`config.mk`:
```
export PLATFORM = sky130hd
export DESIGN_NAME = imm_encoder
export DESIGN_NICKNAME = d
export VERILOG_FILES = /design/src/rtl/imm_encoder.sv
export SDC_FILE = /design/constraint.sdc
export NUM_CORES = 1
export LEC_CHECK = 0
export CAP_MARGIN = 10
export CORE_MARGIN = 1
export CORE_UTILIZATION = 54
export CTS_CLUSTER_DIAMETER = 60
export DETAILED_ROUTE_END_ITERATION = 10
export PLACE_DENSITY = 0.85
export SYNTH_ARGS = -nofsm -noshare
export SYNTH_HDL_FRONTEND = slang
export SYNTH_SLANG_ARGS = --single-unit
```
`constraint.sdc`:
```
create_clock -name clk -period 4.05 [get_ports clk]
set_input_delay 0.405 -clock clk [delete_from_list [all_inputs] [get_ports clk]]
set_output_delay 0.405 -clock clk [all_outputs]
set_load 0.005 [all_outputs]
```
`src/rtl/imm_encoder.sv`:
```
// rtl/imm_encoder.sv - encodes a 32-bit operand into a rotated-8, unsigned-12 or signed word-offset immediate field
module imm_encoder #(
    parameter int N = 24
) (
    input  logic         clk,
    input  logic         reset_n,
    input  logic         start,
    input  logic [31:0]  value,
    input  logic [1:0]   ExtImm,
    output logic [N-1:0] field,
    output logic         ok,
    output logic         done,
    output logic         busy
);

    typedef enum logic [1:0] {
        IDLE,
        SEARCH,
        DONE
    } state_t;

    state_t       state;
    state_t       nextState;
    logic [31:0]  valueQ;
    logic [1:0]   extQ;
    logic [3:0]   rot;
    logic [4:0]   rotAmt;
    logic [31:0]  rotated;
    logic         lastTry;
    logic         resultOk;
    logic [N-1:0] resultField;

    // Rotating left by 2r undoes the decoder's rotate-right, so t[7:0] is the imm8 candidate.
    assign rotAmt  = {rot, 1'b0};
    assign rotated = (valueQ << rotAmt) | (valueQ >> (6'd32 - {1'b0, rotAmt}));

    always_comb begin
        resultField = '0;
        resultOk    = 1'b0;
        lastTry     = 1'b1;
        case (extQ)
            2'b00: begin
                lastTry = (rot == 4'hF);
                if (rotated[31:8] == 24'd0) begin
                    resultField = N'({rot, rotated[7:0]});
                    resultOk    = 1'b1;
                    lastTry     = 1'b1;
                end
            end
            2'b01: begin
                if (valueQ[31:12] == 20'd0) begin
                    resultField = N'(valueQ[11:0]);
                    resultOk    = 1'b1;
                end
            end
            default: begin
                // Word offset must be aligned and fit a sign-extended 26-bit byte offset.
                if ((valueQ[1:0] == 2'b00) && (valueQ[31:25] == {7{valueQ[25]}})) begin
                    resultField = N'(valueQ[25:2]);
                    resultOk    = 1'b1;
                end
            end
        endcase
    end

    always_ff @(posedge clk or negedge reset_n) begin
        if (!reset_n) begin
            state <= IDLE;
        end else begin
            state <= nextState;
        end
    end

    always_comb begin
        nextState = state;
        case (state)
            IDLE:    if (start) nextState = SEARCH;
            SEARCH:  if (lastTry) nextState = DONE;
            DONE:    nextState = IDLE;
            default: nextState = IDLE;
        endcase
    end

    always_ff @(posedge clk or negedge reset_n) begin
        if (!reset_n) begin
            valueQ <= '0;
            extQ   <= '0;
            rot    <= '0;
            field  <= '0;
            ok     <= 1'b0;
        end else begin
            case (state)
                IDLE: begin
                    if (start) begin
                        valueQ <= value;
                        extQ   <= ExtImm;
                        rot    <= '0;
                    end
                end
                SEARCH: begin
                    if (lastTry) begin
                        field <= resultField;
                        ok    <= resultOk;
                    end else begin
                        rot <= rot + 4'd1;
                    end
                end
                default: ;
            endcase
        end
    end

    assign done = (state == DONE);
    assign busy = (state == SEARCH);

endmodule

```
==> results.json <==
{
  "yosysWarnings": 0,
  "core_um2": 8810,
  "die_h_um": 97.7,
  "crit_fanout": 9,
  "post_cts_buffers": 0,
  "htree_num_levels": 3,
  "rsz0062_at_grt": "no",
  "drc": 4,
  "min_path_type": "in -> async",
  "dpl_worst_slack_ns": 0.422,
  "cts.sinks": 65,
  "syn2layout_area_growth_pct": 19.0,
  "clock_path_buffers": 2,
  "via_count": 4951,
  "globalplace.congestion": 1.01,
  "ctsRootBufferMaster": "clkbuf_8",
  "nets": 674,
  "syn_nets": 632,
  "grt_max_degree": 79,
  "syn_inst": 593,
  "wl_mm": 16.3,
  "fmax_mhz": 272,
  "drv_slew": 0,
  "powerDensity_nw_per_um2": 993,
  "run_status": "finished with violations",
  "layout_min_cycle_time_ns": 3.68,
  "grt_pass1_vias": 4843,
  "io_pins": 64,
  "viasPerCell": 6.63,
  "rows": 34,
  "synthTopCellsByArea": "dfrtp_1, mux4_2, nand2_1",
  "tightest_slew_ns": 1.10,
  "syn_area_um2": 4950,
  "overflow": 0,
  "end_kind": "flop",
  "cts_buffers": 9,
  "finalSetupTns_ns": 0,
  "cap_violations": 0,
  "final_hold_viol_count": 0,
  "worstPathRequired_ns": 4.32,
  "start_util_pct": 56.2,
  "utilization_pct": 66.9,
  "synth-seq-area-share_pct": 32.9,
  "dr.pass1.iters": 11,
  "synth-edff-count": 0,
  "p_total_uw": 5850,
  "wl_per_cell_um": 21.8,
  "fp.dieW_um": 97.7,
  "synthMostInstantiatedCell": "nand2_1",
  "whs_ns": 0.0999,
  "p_leak_uw": 0.00244,
  "timing.slew.headroom_pct": 26.7,
  "path_clk_slew_ns": 0.07,
  "setup_violations": 0,
  "syn_area_per_cell_um2": 8.34,
  "die-area_um2": 9550,
  "cts_tree": "yes",
  "yosys.area.top_type_share_pct": 32.9,
  "antenna_found_initial": 0,
  "max-vdd-ir-drop_uv": 470,
  "dp.final_hpwl_mm": 11.8,
  "portBuffers": 63,
  "clock_skew_ns": 0.00791,
  "synth_top_cells_by_count": "nand2_1, dfrtp_1, nor2_1",
  "violations": "design-rule violations",
  "fin_crit_sh_pct": 90.9,
  "layout_setup_ws_ns": 0.368,
  "drive_gt1_share_pct": 14.6,
  "yosysUniqueCellTypes": 65,
  "grt_pass1_wl_mm": 25.8,
  "cts_hold_buf": 0,
  "ys.flop_type": "dfrtp_1",
  "postCtsResizedCells": 0,
  "async_reset_ff_share_pct": 100,
  "synth-seq-cells": 65,
  "antenna_left": 0,
  "worstSetupPathType": "reg -> reg",
  "dr.first_iter.drc_count": 646,
  "start_kind": "flop",
  "cp.arrival_ns": 3.95,
  "synth_top_area_cell": "dfrtp_1",
  "clk_latency_ns": 0.34,
  "grt_usage_pct": 35.3,
  "n_antenna_cell": 0
}
## registers in the layout, indices dropped and copies added, names as in the netlist
register  cells
ok            1
state         2
field        24
rot           4
extQ          2
valueQ       32
## metrics by stage
step	cell area, µm²	instances
after floorplan	4950	593
after global placement	5660	732
after detailed placement	5660	732
after CTS	5890	747
after global routing	5890	747
final	5890	747
## cell usage in the layout (no fill, tap or decap), types with 3 or more instances in the layout
cell               n
a21oi_1           22
nor4_1             8
o32ai_1            4
buf_4             29
or2_2              6
mux2i_1           21
o21ai_0           29
o221ai_1           5
o21ai_1            8
nand3_1           22
a222oi_1           6
a32oi_1            3
nor3_1             9
clkbuf_8          12
o22ai_1            6
nor2_1            49
clkdlybuf4s50_1   62
dfrtp_1           64
a21o_1             3
nand4_1            3
mux4_2            26
a22oi_1            8
nor2b_1            4
nand2b_1           7
o211ai_1           5
mux2_2             9
a31oi_1           10
inv_1             22
nand2_1          133
## final cells by class
type / instances / area [µm²]
inverter: 22 / 82.6
clock buffer: 13 / 169
sequential: 65 / 1630
tap: 108 / 135
multi-input combinational: 444 / 2950
timing repair buffer: 93 / 863
clock inverter: 2 / 60.1
fill: 730 / 2920
## logic make-up after synthesis
family | count (synthesis) | synth area share (%)
simple gates | 251 | 22.3
compound gates | 133 | 18.4
buf+inv | 84 | 7.46
flops | 65 | 32.9
mux | 56 | 18.1
xor+xnor | 2 | 0.354
fa+ha+maj | 2 | 0.506
## critical path: stages (launching register included)
cell and delay, ns:
dfrtp_1 0.35, inv_1 0.11, ha_1 0.52, buf_4 0.25
mux4_2 0.35, o21ai_0 0.20, o311ai_1 0.15, a211o_1 0.33
o41ai_2 0.31, nand4_2 0.26, nor3_4 0.34, buf_4 0.20
nand2_1 0.05, a31oi_1 0.18
## power by group
group          switching, µW  total, µW  internal (µW)  leakage, µW
clock network            260        655            395     0.000116
logic                   2080       3760           1670      0.00150
registers                517       1440            923     0.000820
## path summary, 6_finish.rpt
kind / slack (ns) / depth (start not counted) / end / startpoint
max in group asynchronous: 3.05 / 2 / ok / reset_n
worst max-delay path: 0.37 / 13 / field[11] / rot[1]
min in group clk: 0.51 / 1 / field[23] / field[23]
worst min-delay path: 0.1 / 1 / valueQ[31] / reset_n
worst max register to register: 0.37 / 13 / field[11] / rot[1]
worst min register to register: 0.51 / 1 / field[23] / field[23]
## per-layer routing
metal | part of all wire [%] | global-route usage, % | vias up
met2 | 46 | 56.0 | 321
met1 | 41 | 47.2 | 2354
met5 | 0 | 0 | -
met4 | 3.6 | 12.4 | 0
met3 | 10 | 9.02 | 60
li1 | - | - | 2216
Note: power is estimated with default switching activity, not from simulation.
